[src/rtl/qam_frame_ctrl.sv]
// qam_frame_ctrl: frames preamble, payload, zero tail and idle gap into qam_top.
// Ports: axi_clk/axi_rst, start/frame_len cmd, busy/done, s_* upstream, din_* downstream, stats.
module qam_frame_ctrl #(
  parameter int PRE_LEN  = 16,
  parameter int TAIL_LEN = 4,
  parameter int GAP_CYC  = 32,
  parameter int LEN_W    = 10
) (
  input  logic             axi_clk,
  input  logic             axi_rst,
  input  logic             start,
  input  logic [LEN_W-1:0] frame_len,
  output logic             busy,
  output logic             done,
  input  logic             s_valid,
  input  logic [3:0]       s_data,
  output logic             s_ready,
  output logic             din_valid,
  output logic [3:0]       din,
  input  logic             din_ready,
  output logic [15:0]      underrun_cnt,
  output logic [15:0]      frame_cnt
);

  localparam int PW = $clog2(PRE_LEN);
  localparam int TW = $clog2(TAIL_LEN + 1);
  localparam int GW = $clog2(GAP_CYC + 1);

  typedef enum logic [2:0] {
    S_IDLE, S_PRE, S_PAY, S_TAIL, S_GAP
  } state_t;

  state_t           state_q, state_d;
  logic [LEN_W-1:0] len_q, len_d;
  logic [PW-1:0]    pre_q, pre_d;
  logic [LEN_W-1:0] pay_q, pay_d;
  logic [TW-1:0]    tail_q, tail_d;
  logic [GW-1:0]    gap_q, gap_d;
  logic             done_q, done_d;
  logic [15:0]      urun_q, urun_d;
  logic [15:0]      fcnt_q, fcnt_d;

  always_comb begin
    state_d   = state_q;
    len_d     = len_q;
    pre_d     = pre_q;
    pay_d     = pay_q;
    tail_d    = tail_q;
    gap_d     = gap_q;
    done_d    = 1'b0;
    urun_d    = urun_q;
    fcnt_d    = fcnt_q;
    din_valid = 1'b0;
    din       = 4'h0;
    s_ready   = 1'b0;
    unique case (state_q)
      S_IDLE: begin
        if (start && frame_len != '0) begin
          len_d   = frame_len;
          pre_d   = '0;
          state_d = S_PRE;
        end
      end
      S_PRE: begin
        din_valid = 1'b1;
        // odd preamble index carries 4'hF
        din = pre_q[0] ? 4'hF : 4'h0;
        if (din_ready) begin
          if (pre_q == PW'(PRE_LEN - 1)) begin
            pre_d   = '0;
            pay_d   = '0;
            state_d = S_PAY;
          end else begin
            pre_d = pre_q + 1'b1;
          end
        end
      end
      S_PAY: begin
        din_valid = s_valid;
        din       = s_data;
        s_ready   = din_ready;
        if (din_ready && !s_valid && urun_q != 16'hFFFF)
          urun_d = urun_q + 16'd1;
        if (din_ready && s_valid) begin
          if (pay_q == len_q - LEN_W'(1)) begin
            pay_d   = '0;
            tail_d  = '0;
            state_d = S_TAIL;
          end else begin
            pay_d = pay_q + 1'b1;
          end
        end
      end
      S_TAIL: begin
        din_valid = 1'b1;
        if (din_ready) begin
          if (tail_q == TW'(TAIL_LEN - 1)) begin
            tail_d  = '0;
            gap_d   = '0;
            state_d = S_GAP;
          end else begin
            tail_d = tail_q + 1'b1;
          end
        end
      end
      S_GAP: begin
        if (gap_q == GW'(GAP_CYC - 1)) begin
          gap_d   = '0;
          done_d  = 1'b1;
          fcnt_d  = fcnt_q + 16'd1;
          state_d = S_IDLE;
        end else begin
          gap_d = gap_q + 1'b1;
        end
      end
      default: state_d = S_IDLE;
    endcase
  end

  always_ff @(posedge axi_clk) begin
    if (axi_rst) begin
      state_q <= S_IDLE;
      len_q   <= '0;
      pre_q   <= '0;
      pay_q   <= '0;
      tail_q  <= '0;
      gap_q   <= '0;
      done_q  <= 1'b0;
      urun_q  <= '0;
      fcnt_q  <= '0;
    end else begin
      state_q <= state_d;
      len_q   <= len_d;
      pre_q   <= pre_d;
      pay_q   <= pay_d;
      tail_q  <= tail_d;
      gap_q   <= gap_d;
      done_q  <= done_d;
      urun_q  <= urun_d;
      fcnt_q  <= fcnt_d;
    end
  end

  assign busy         = (state_q != S_IDLE);
  assign done         = done_q;
  assign underrun_cnt = urun_q;
  assign frame_cnt    = fcnt_q;

endmodule

[config.mk]
export PLATFORM = sky130hd
export DESIGN_NAME = qam_frame_ctrl
export DESIGN_NICKNAME = d
export VERILOG_FILES = /design/src/rtl/qam_frame_ctrl.sv
export SDC_FILE = /design/constraint.sdc
export NUM_CORES = 1
export LEC_CHECK = 0
export ABC_CLOCK_PERIOD_IN_PS = 3100
export CAP_MARGIN = 20
export CORE_MARGIN = 2
export CORE_UTILIZATION = 55
export DETAILED_ROUTE_END_ITERATION = 10
export DONT_BUFFER_PORTS = 1
export PLACE_DENSITY = 0.7
export SLEW_MARGIN = 20
export SYNTH_ARGS = -nofsm -noshare
export SYNTH_HDL_FRONTEND = slang
export SYNTH_SLANG_ARGS = --single-unit
[constraint.sdc]
create_clock -name axi_clk -period 3.1 [get_ports axi_clk]
set_input_delay 0.62 -clock axi_clk [delete_from_list [all_inputs] [get_ports axi_clk]]
set_output_delay 0.62 -clock axi_clk [all_outputs]
set_load 0.05 [all_outputs]
Word level (Yosys, flattened, before mapping)
Index checks and enable logic that the tools add are counted.
W data, S select, Z words.
{ "word_totals": {"ff_bits": 69, "inputBits": 19, "out_inout_bits": 40, "wordCells": 88} }
{ "classes": {"n_addsub": 7, "n_eq_ne": 17, "mux": 32, "bitwise_logic": 1, "n_reduce_logical": 22} }
{ "op_table": {"columns": ["operator", "n"], "rows": [
  ["$mux W10", 4],
  ["$mux W3", 12],
  ["$add A16 B1 Y16 const B", 2],
  ["$pmux W10 S2", 1],
  ["$mux W6", 3],
  ["$mux W4", 4],
  ["$ne A16 B16 Y1 const B", 1],
  ["$ne A2 B2 Y1 const B", 8],
  ["$pmux W4 S2", 2],
  ["$pmux W3 S5", 1],
  ["$pmux W6 S2", 1],
  ["$add A10 B1 Y10 const B", 1],
  ["$eq A10 B10 Y1", 1],
  ["$reduce_bool A10 Y1", 1],
  ["$sub A10 B1 Y10 const B", 1],
  ["$eq A3 B2 Y1 const B", 3],
  ["$reduce_and A4 Y1", 2],
  ["$reduce_and A8 Y1", 1],
  ["$reduce_bool A2 Y1", 4],
  ["$add A6 B1 Y6 const B", 1],
  ["$eq A6 B5 Y1 const B", 1],
  ["$pmux W3 S2", 1],
  ["$reduce_and A2 Y1", 3],
  ["$reduce_and A3 Y1", 2],
  ["other kinds (13)", 18]
]} }

Longest topological paths before layout
Gate-level depths: netlist (run 1).
{ "logic_depth": {"word_depth": 5, "ltp_mapped": 8, "mapped_depth_nobuf": 8} }

Least setup slack after synthesis (run 1)
Ideal clock, no wire load.
{ "synth_timing": {"path_type": "reg2reg", "start": "reg len_q[0]", "end": "reg tail_q[0]", "setup_ns": 0.127, "t_arrival_ns": 2.230, "t_required_ns": 2.973, "setup_slack_ns": 0.744, "path_stages_with_launch": 9, "n_path_buf": 0, "synth_period_minus_slack_ns": 2.356, "path_cell_list": "dfxtp_1 > inv_1 > ha_1 > or4b_4 > xor2_1 > a41oi_1 > or4b_4 > nor3_1 > o21ai_0"} }
{ "synth_via": {"elab_chain_cells": 4} }
{ "synth_rtl": {"columns": ["item", "line_no", "source"], "rows": [
  ["from (decl)", "34", "logic [LEN_W-1:0] len_q, len_d;"],
  ["from (signal assigned)", "133", "len_q <= len_d;"],
  ["$sub A10 B1 Y10", "85", "if (pay_q == len_q - LEN_W'(1)) begin"],
  ["$eq A10 B10 Y1", "85", null],
  ["$ne A2 B2 Y1 (no line)", null, null],
  ["$reduce_and A4 Y1 (no line)", null, null],
  ["to (signal assigned)", "136", "tail_q <= tail_d;"],
  ["to (decl)", "37", "logic [TW-1:0] tail_q, tail_d;"]
]} }
Every way passes these cells.
A chain may end at the register's enable or synchronous reset.

Final worst setup path (run 1)
{ "layout_timing": {"start": "reg state_q[1]", "end": "out s_ready"} }
{ "layout_via": {"elab_chain_cells": 2} }
{ "layout_rtl": {"columns": ["item", "line_no", "source"], "rows": [
  ["from (decl)", "33", "state_t state_q, state_d;"],
  ["from (signal assigned)", "132", "state_q <= state_d;"],
  ["$eq A3 B2 Y1", "56", "unique case (state_q)"],
  ["$mux W1", "56", null],
  ["to (decl)", "17", "output logic s_ready,"]
]} }
Every way passes these cells.

==> results of run 1 <==
power by group:
part	internal [mW]	switching [mW]
sequential	0.924	0.0647
clock	0.416	0.349
combinational	0.216	0.424
total	1.56	0.837
worst max-delay path by stage:
stage                                        from                      to  slack, ns  depth (start not counted)
final                     state_q[1]$_SDFFE_PP0P_                 s_ready       0.55                          3
after global routing        gap_q[0]$_SDFFE_PP0P_   gap_q[0]$_SDFFE_PP0P_       0.34                          6
after CTS                   len_q[0]$_SDFFE_PP0P_  tail_q[0]$_SDFFE_PP0P_       0.54                          8
after detailed placement    len_q[0]$_SDFFE_PP0P_  tail_q[0]$_SDFFE_PP0P_       0.55                          8
after global placement      len_q[0]$_SDFFE_PP0P_  tail_q[0]$_SDFFE_PP0P_       0.64                          8
after floorplan             len_q[0]$_SDFFE_PP0P_  tail_q[0]$_SDFFE_PP0P_       0.74                          8
layer usage:
layer  track usage  routed length (um)
met1         0.327                4030
met2         0.355                3880
met3        0.0550                 511
met4        0.0753                  89
met5             0                   0
area by class of cell:
class | instances | area share
multi-input cells | 383 | 0.559
well taps | 80 | 0.0244
repair buffers | 11 | 0.0201
clock buffers | 11 | 0.0369
inverters | 9 | 0.00824
clock inverters | 5 | 0.0143
flip-flops and latches | 69 | 0.337
cells by family after synthesis:
kind of cell / Yosys count / synth area share
fa+ha+maj: 7 / 0.0231
buf+inv: 31 / 0.0307
flops: 69 / 0.365
xor+xnor: 38 / 0.0878
simple gates: 252 / 0.347
compound gates: 85 / 0.144
mux: 1 / 0.00264
cells in the final DEF, fill, tap and decap left out, drive strengths merged, types with 3 or more instances in the layout:
cell and n:
o21a 3, ha 7, o22ai 9, buf 11, nand4 8, xnor2 14
and3 14, or3 12, and2 6, nand2 61, nor4 8, nand2b 6
a21oi 25, xor2 24, nand3 41, a211oi 4, or4 3, inv 9
nor3 16, or3b 3, nor2 50, clkbuf 11, dfxtp 69, o21ai 20
and4 5, nor4b 6, nor2b 3
per-stage QoR:
step / setup WS (ns) / hold WS (ns) / util / cell area (um2) / power (mW)
after detailed placement: 0.549 / 0.442 / 0.579 / 3890 / 1.64
after floorplan: 0.744 / 0.420 / - / 3790 / 1.51
after CTS: 0.535 / 0.336 / 0.610 / 4100 / 2.40
final: 0.547 / 0.350 / 0.610 / 4100 / 2.39
after global placement: 0.640 / 0.445 / 0.579 / 3890 / 1.63
after global routing: 0.341 / 0.333 / 0.610 / 4100 / 2.50
registers in the layout, summed over array words and instances (netlist names):
signal / flops
len_q: 10
underrun_cnt: 16
pre_q: 4
frame_cnt: 16
tail_q: 3
gap_q: 6
done: 1
state_q: 3
pay_q: 10
==> results summary, run 1 <==
The flow ran to the end, and the final reports show no timing, DRC or antenna violations. Clock tree synthesis selected as its root buffer the cell sky130_fd_sc_hd__clkbuf_8. At the end of the flow, the number of nets in the layout was 509.

The final max-slew violation count is 0. The setup slack of the most critical reg-to-reg path came out at roughly 0.55 ns. Setup repair after global routing left no endpoint under its margin. The number of buffers on the longest clock path is 2.

The portion of synthesized cell area occupied by the leading cell type came out at 0.365. sky130_fd_sc_hd__dfxtp_1 takes more of the synthesized area than any other cell. The first global-routing pass estimated 14.3 mm of wire. The netlist uses 58 different library cells. For this design the ratio of total power to cell area is about 580 mW/mm2. The worst-case clock skew came out at just under 0.008 ns.

The per-cell via count in the routed design is between 6 and 7. The floorplan has 30 rows. The die span in y is between 80 and 90 um. The area taken by flip-flops and latches came out at about 0.0014 mm2. The number of global-route vias before repair came to a little over 3000.

The clock tree from TritonCTS is yes. The number of synthesized flops with an enable pin came out at 0. The worst pin sits at a relative slew slack of 0.269.

The total wire length is approximately 8.5 mm. The mean cell area of the mapped netlist is about 7.8 um2. The initial core utilization is 0.564.

The worst register-to-register path ends at pay_q[0]$_SDFFE_PP0P_. The measured slew at the worst slew-check pin came out at 1.09 ns. The largest driver fanout on the critical path is 18. The worst setup path is captured at a primary output. The count of antenna diodes in the layout is 0.

The area of the mapped netlist is between 0.003 and 0.004 mm2. The pre-antenna-repair detailed-routing pass consisted of 5 iterations. The area enclosed by the die boundary came out at 0.00757 mm2.

Entering global routing, the biggest net connects 77 pins. STA puts the critical path data required time at approximately 2.5 ns. The average wire length per cell after detail routing came out at 15.0 um. The number of primary I/O pins is 59. The die outline width is between 80 and 90 um. The H-tree generated during clock tree synthesis spans 3 levels. Of the cells placed in the final design, the portion with a size suffix greater than 1 is 0.0820.

In this run the remaining antenna-violating nets after routing total 0. The number of antenna violations at the first check in global routing came out at 0. The highest cell delay on the worst timing path came out at approximately 0.67 ns. The net count after synthesis is 509. The number of setup violations in the final report came out at 0. For this design the static power due to leakage is about 1.5 nW.

Leaving out filler cells and counting taps, the final layout contains roughly 570. Fill cells in the final layout number approximately 600. The highest ir drop seen on vdd came out at 364 uV.

Among all cell types in the netlist, the one instantiated most often is sky130_fd_sc_hd__dfxtp_1. The register bit count reported by yosys came out at 69. Broken down by cell family, the worst path's largest delay share belongs to simple AND/OR/NAND/NOR gates. In the synthesized netlist, the cells that appear most often are sky130_fd_sc_hd__dfxtp_1 (69), sky130_fd_sc_hd__nand2_1 (61), sky130_fd_sc_hd__nor2_1 (50). During synthesis, Yosys emitted a total of 0 warnings. The total number of vias is 3481. The final estimated routing congestion in global placement is about 0.88. The path class of the tightest hold or removal check is in -> reg.

The number of placed instances, taps included came out at approximately 550. Ranked by total cell area, the synthesized netlist is headed by sky130_fd_sc_hd__dfxtp_1 (36%), sky130_fd_sc_hd__nand2_1 (6.0%), sky130_fd_sc_hd__xor2_1 (5.5%), sky130_fd_sc_hd__nand3_1 (5.4%), sky130_fd_sc_hd__nor2_1 (5.0%). The combined global-route utilization of all metal layers came out at 0.234.

Counting instances, the worst hold path has a depth of 1. The arrival time at the worst endpoint is 1.93 ns. The tool flagged a number of max-cap violations equal to 0. The smallest clock period supported by the final layout is computed as ~2.6 ns.

The overflow left after global routing came out at 0. The startpoint identified for the worst hold timing path is axi_rst. The share of synthesized area occupied by flip-flops and latches came out at 0.365. The worst setup path is of the reg -> out kind. The clock sink total came out at between 60 and 70. Together, buffers and inverters on the worst path number 1. The synthesis-to-finish area growth came out at 8.19%. The sink of the worst hold path is pay_q[1]$_SDFFE_PP0P_. The maximum operating frequency came out at ~390 MHz. Once detailed placement completed, the half-perimeter wirelength came to 6.05 mm. For this run, the leading register cell type out of synthesis is sky130_fd_sc_hd__dfxtp_1. After clock tree synthesis, the clock-pin slew on the worst setup and hold paths is 0.08 ns. For this run, asynchronously set or reset flops after synthesis account for 0. The slowest stage of the critical path is the sky130_fd_sc_hd__or3b_2 cell. During placement, the flow inserted port buffers numbering 0. The number of clock buffers inserted by TritonCTS came out at 9.

The area used by multi-input combinational logic is ~0.0023 mm2. After the first detailed-routing iteration, the DRC count stood at about 310. The number of hold buffers added after CTS was 0. The gate count after technology mapping came out at a little under 500. The worst setup path is launched from a register. The clock latency reported for the late side of the worst-skew pair is between 0.3 and 0.4 ns. The share of the clock period used by the worst path is 0.824.

The worst register-to-register path begins at len_q[0]$_SDFFE_PP0P_. The signal on the critical path passes through or3b_2 > nor2_1 > buf_4. The final count of hold timing violations was 0.

The total DRC errors in the routed layout is 0. After floorplanning, the core was sized to cover between 0.006 and 0.007 mm2. The setup total negative slack came out at 0 ns. The number of gates resized after CTS was 0.

The count of buffers added by post-CTS timing repair for setup came out at 0. The cell depth of the worst flop-to-flop path came out at 8.
Power figures use the tool's default switching activity.
==> inputs of run 2 (changes only) <==
ABC_CLOCK_PERIOD_IN_PS = 2500   (was 3100)
clock period = 2.5 ns   (was 3.1 ns; I/O delays follow)
==> run 2 against run 1 <==
Global-route usage up 1.6 points. Clock skew shrank 0.0014 ns. Via count increased by 3.0%. Non-clock buffer count up 32. Sequential power is 23% higher. Largest cell class unchanged.
==> results summary, run 2 (synthesis gave the netlist of run 1 again) <==
The run finished with clean final reports. The clock sink total was 69 (unchanged). The total wire length came to 8.96 mm (+5.2%).

The count of antenna diodes in the layout is 0 (unchanged). The cell depth of the worst min-delay path came out at 1 (unchanged). The number of placement rows came out at 30 (unchanged). The start of the worst register-to-register path is len_q[1]$_SDFFE_PP0P_.

The pin count of the biggest net entering global routing came to 77 (unchanged). The layout net count came to 541 (+6.3%). The final max-slew violation count is 0 (unchanged). The number of global-route vias before repair is 3355 (+9.7%). The HPWL after detailed placement came out at 6.52 mm (+7.8%). The final cell count without fillers is 600 (+5.6%). The tree is rooted in a sky130_fd_sc_hd__clkbuf_8. The total placed instance area came to 0.00418 mm2 (+7.5%). The overflow left after global routing is 0 (unchanged). The number of placed instances, taps included came out at 584 (+5.8%). TritonCTS built the clock tree. The setup total negative slack is 0 ns (unchanged).

The number of primary I/O pins is 59 (unchanged). The nature of the critical path startpoint is a register. The static power due to leakage is 1.71 nW (+13%).

The worst setup path is of the reg -> out kind. The measured slew at the worst slew-check pin came out at 0.775 ns (-0.314 ns). The total number of vias is 3584 (+3.0%).

The area enclosed by the die boundary is 0.00757 mm2 (unchanged). The clock latency reported for the late side of the worst-skew pair came out at 0.35 ns (about the same). The register clock-pin slew on the reported worst setup and hold paths came to 0.07 ns (about the same). The combined global-route utilization of all metal layers is 0.249 (+0.0157). The die outline width came to 87.0 um (unchanged). The arrival time at the worst endpoint came out at 1.87 ns (-0.06 ns). The die span in y came out at 87.0 um (unchanged). The average wire length per cell after detail routing came to 14.9 um (-0.39%). The number of max-cap violations was 0 (unchanged). The worst hold path terminates at pay_q[1]$_SDFFE_PP0P_. The share of the clock period used by the worst path is 0.947.

The hold path startpoint is axi_rst. The final count of hold timing violations was 0 (unchanged). The count of input and output buffers is 0 (unchanged). The critical path endpoint category is a primary output. The largest driver fanout on the critical path came out at 16 (-2). The remaining max-slew budget at the tightest pin was 0.480 (+0.211).

The deepest level of the CTS H-tree is 3 (unchanged). In this run the critical register-to-register path is captured at tail_q[1]$_SDFFE_PP0P_. The minimum hold slack was 0.218 ns (-0.131 ns).

The cell depth of the worst flop-to-flop path came out at 9 (+1). Compared with the post-synthesis result, the final layout area differs by 16.6%. The setup slack of the most critical reg-to-reg path came out at 0.16 ns (-0.39 ns). The power density relative to cell area was 719 mW/mm2 (+23%). The required time of the critical path is 2.00 ns (-0.48 ns). The share of layout cells above drive strength 1 is 0.146 (+0.0642). The number of antenna violations at the first check in global routing was 0 (unchanged). The area of the core region is 0.00672 mm2 (unchanged). Leaving out fill and tap cells, the most frequent cell in the layout is sky130_fd_sc_hd__dfxtp_1. The number of clock buffers inserted by TritonCTS is 9 (unchanged).

The number of buffers on the longest clock path is 2 (unchanged). The worst-case clock skew is 0.00647 ns (-0.00139 ns). The global-route wire length before repair came out at 15.1 mm (+5.7%). The total DRC errors in the routed layout is 0 (unchanged). In the layout the commonest cells are sky130_fd_sc_hd__dfxtp_1 (68), sky130_fd_sc_hd__nand2_1 (61), sky130_fd_sc_hd__nor2_1 (50), sky130_fd_sc_hd__nand3_1 (41), sky130_fd_sc_hd__buf_4 (39). Setup repair after global routing left no endpoint under its margin. The count of buffers added by post-CTS timing repair for setup came to 0 (unchanged).

The number of antenna-violating nets in the routed design came out at 0 (unchanged). The number of setup violations in the final report was 0 (unchanged). The total power after layout is 3.18 mW (+33%). The final estimated routing congestion in global placement is 0.904 (+3.1%). The initial core utilization was 0.564 (unchanged).

The iteration-0 DRC count of the detailed router was 234 (-25%). The number of iterations in the first detailed-routing pass came out at 5 (unchanged). The minimum clock period is between 2 and 2.5 ns. The per-cell via count in the routed design came out at 5.97 (-2.5%). The highest ir drop seen on vdd was 491 uV (+35%). The final non-filler cell area came out at 0.00442 mm2 (+7.8%). The number of resized instances in the post-cts repair step came to 0 (unchanged).

The maximum operating frequency is 422 MHz. The number of hold buffers added after cts came out at 0 (unchanged). The path type of the worst min-delay path is in -> reg.
run 2: area by class of cell:
cell class / instances / area [um2]
well taps: 80 / 100
repair buffers: 43 / 373
clock inverters: 6 / 86.3
flip-flops and latches: 69 / 1380
fillers: 581 / 2300
clock buffers: 10 / 138
multi-input cells: 383 / 2310
inverters: 9 / 33.8
run 2: stage by stage:
step           setup WS, ns   util
6_report              0.132  0.658
3_5_place_dp          0.102  0.622
5_1_grt             0.00247  0.658
3_3_place_gp          0.186  0.622
2_1_floorplan         0.144      -
4_1_cts              0.0963  0.655
run 2: critical path, cell delays in order, from the launching register on:
cell	delay, ns
sky130_fd_sc_hd__dfxtp_1	0.33
sky130_fd_sc_hd__buf_4	0.17
sky130_fd_sc_hd__or3b_2	0.49
sky130_fd_sc_hd__buf_4	0.21
sky130_fd_sc_hd__nor2_1	0.10
sky130_fd_sc_hd__buf_4	0.22
run 2: how the worst max path moves through the flow:
stage | slack (ns) | startpoint | to | cells past startpoint
5_1_grt | 0.002 | len_q[1]$_SDFFE_PP0P_ | tail_q[0]$_SDFFE_PP0P_ | 8
3_5_place_dp | 0.10 | len_q[1]$_SDFFE_PP0P_ | pay_q[0]$_SDFFE_PP0P_ | 9
6_report | 0.13 | state_q[0]$_SDFFE_PP0P_ | s_ready | 5
2_1_floorplan | 0.14 | len_q[0]$_SDFFE_PP0P_ | tail_q[0]$_SDFFE_PP0P_ | 8
3_3_place_gp | 0.19 | len_q[1]$_SDFFE_PP0P_ | tail_q[0]$_SDFFE_PP0P_ | 9
4_1_cts | 0.1 | state_q[1]$_SDFFE_PP0P_ | s_ready | 4
run 2: layer usage:
layer  share of wire  vias up  track usage  wire length [um]
met3           0.063       19       0.0502               566
met5               0        -            0                 0
met1            0.46     1652        0.341              4150
met4           0.026        0        0.126               233
li1                -     1802            -                 -
met2            0.45      111        0.372              4000
run 2: where the power goes:
part | total, mW | switching [mW] | internal [mW]
Clock | 1.01 | 0.426 | 0.586
Combinational | 0.948 | 0.578 | 0.370
Sequential | 1.22 | 0.0682 | 1.15
==> patch: new RTL, flow settings as in run 2 <==
Change the parameter `PRE_LEN` from 16 to 8.
--- a/src/rtl/qam_frame_ctrl.sv
+++ b/src/rtl/qam_frame_ctrl.sv
@@ -2,5 +2,5 @@
 // Ports: axi_clk/axi_rst, start/frame_len cmd, busy/done, s_* upstream, din_* downstream, stats.
 module qam_frame_ctrl #(
-  parameter int PRE_LEN  = 16,
+  parameter int PRE_LEN  = 8,
   parameter int TAIL_LEN = 4,
   parameter int GAP_CYC  = 32,
Check against the original RTL: not equivalent (a bounded check fails within 10 cycles, from zero or initial values and one cycle with axi_rst high).
==> patch against run 2 <==
  * Wire length fell by 14%
  * Sequential cell count fell by 1
  * Combinational power fell by 22%
  * Setup slack improved by 0.044 ns
  * Area after synthesis fell by 5.8%
  * Final area fell by 5.0%
  * Critical path depth rose by 3
  * Sequential share of layout area rose by 1.1 points
  * Register-to-register slack improved by 0.02 ns
  * First-iteration DRC count fell by 29%
  * Die area fell by 5.6%
  * Total power fell by 1.4%
  * Maximum frequency rose by 1.9%
==> patch: results (changes against run 2) <==
STA
  – Worst slew pin tran: 0.612 ns (was 0.775 ns)
  – Fin Clk Skew: 0.0115 ns (was 0.00647 ns)

Finish
  – Filler cells: 556 (was 581)
  – Multi-input gates: 335 (was 383)
  – Nets: 489 (was 541)
  – Final clock-cell share: 6.23% (was 5.07%)
  – Fraction of layout cells with a size suffix above 1: 14.8% (was 14.6%)
  – Sequential cell area share: 32.4% (was 31.3%)
  – Clock Buffer Count: 9 (was 10)
  – Non-CTS buffers: 40 (was 43)
  – Footprint of the multi-input gates: 0.00210 sq mm (was 0.00231 sq mm)
  – Post-route non-filler standard cell count: 543 (was 600)
  – Logic inverters: 8 (was 9)
  – NonClk Buf Share: 8.34% (was 8.44%)

Route
  – DRT iter0 DRCs: 166 (was 234)
  – Via count: 3083 (was 3584)
  – Routed wl met2: 3700 um (was 4000 um)
  – WL met1: 3440 um (was 4150 um)
  – Routed met3 length: 363 um (was 566 um)
  – Wirelength per Cell: 14.1 um (was 14.9 um)

GRT
  – First-pass GRT wire length: 13600 um (was 15100 um)
  – GR Layer Usage met3: 5.70% (was 5.02%)
  – Largest net degree at the start of global routing: 71 (was 77)
  – Total GRT Usage: 22.8% (was 24.9%)
  – Global routing usage on met1: 29.4% (was 34.1%)
  – M2 GR Usage: 37.0% (was 37.2%)

Power and ir drop
  – PD cells: 746 mW/mm^2 (was 719 mW/mm^2)
  – Clk pwr share: 38.1% (was 31.9%)
  – Switch share: 29.8% (was 33.8%)
  – Combinational Power Share: 23.7% (was 29.8%)
  – Peak VDD IR: 0.459 mV (was 0.491 mV)

Logic synthesis
  – Synth async-reset ratio: 0% (unchanged)
  – Top cells by area, synth: dfxtp_1 38%, nor2_1 6.9%, xor2_1 6.4%, xnor2_1 4.4%, nand2_1 4.0% (was dfxtp_1 36%, nand2_1 6.0%, xor2_1 5.5%, nand3_1 5.4%, nor2_1 5.0%)
  – Synth warn: 0 (unchanged)
  – Synth cell types: 53 (was 58)
  – Syn_area_per_cell: 8.26 sq um (was 7.84 sq um)
  – Post-synth top cells: 68 x dfxtp_1, 66 x nor2_1, 38 x nand2_1 (was 69 x dfxtp_1, 61 x nand2_1, 50 x nor2_1)
  – Syn nets: 459 (was 509)

Setup path
  – Data arrival, critical path: 2.60 ns (was 1.87 ns)
  – Crit path max fanout: 8 (was 16)

Placed design
  – Gpl congestion: 0.794 (was 0.904)
  – Detail Placement HPWL: 5580 um (was 6520 um)

CTS
  – Clock Latency Late Sink: 0.34 ns

Min path
  – Worst hold path type: in2reg (unchanged)

Status
  – Status: completed (unchanged)
==> patch: cell count changes after synthesis, moves of 7 or more <==
cell,run 2,this run
a21oi_1,25,16
nor2_1,50,66
nand4_1,8,18
mux2i_1,1,13
o22ai_1,9,1
nand2_1,61,38
o21ai_0,18,8
nand3_1,41,23
nand3b_1,2,10
and3_1,14,7
or3_1,12,5
==> patch: cells by family (layout without fill, tap and decap cells) <==
group	count (synthesis)	after routing	synth area share (%)
XOR/XNOR	44	44	10.8
flip-flops	68	68	38.2
AND/OR/NAND/NOR	214	214	30.4
multiplexers	13	13	3.65
buffers and inverters	29	63	3.19
AO/OA/AOI/OAI	56	56	11.0
adder cells (fa/ha/maj)	8	8	2.81
==> patch: timing repair <==
action / in CTS / in global routing
gates resized for setup: 0 / 2
hold buffers: 0 / 0
setup endpoints to repair: 0 / 3
==> patch: worst max-delay path, cell delays in order (launching register included) <==
cell       delay (ns)
dfxtp_1          0.38
inv_1            0.09
ha_1             0.26
nor2b_2          0.20
and3_1           0.20
o31ai_1          0.25
o2111ai_2        0.29
a2111o_1         0.47
a21oi_1          0.11
==> patch: through the flow <==
step / instance area [sq um] / utilization [%] / worst slack, ns
CTS: 4190 / 66.4 / 0.142
global placement: 3930 / 62.2 / 0.283
finish: 4200 / 66.5 / 0.177
detailed placement: 3930 / 62.2 / 0.177
floorplan: 3570 / - / 0.339
global route: 4200 / 66.5 / 0.0104
==> patch: path summary, 6_finish.rpt <==
check                           startpoint    endpoint  slack, ns  depth (start not counted)
worst min register to register    pre_q[1]    pre_q[1]       0.45                          2
worst max register to register    len_q[0]  state_q[0]       0.18                          8
worst min-delay path               axi_rst    pay_q[4]       0.22                          1
worst max-delay path              len_q[0]  state_q[0]       0.18                          8
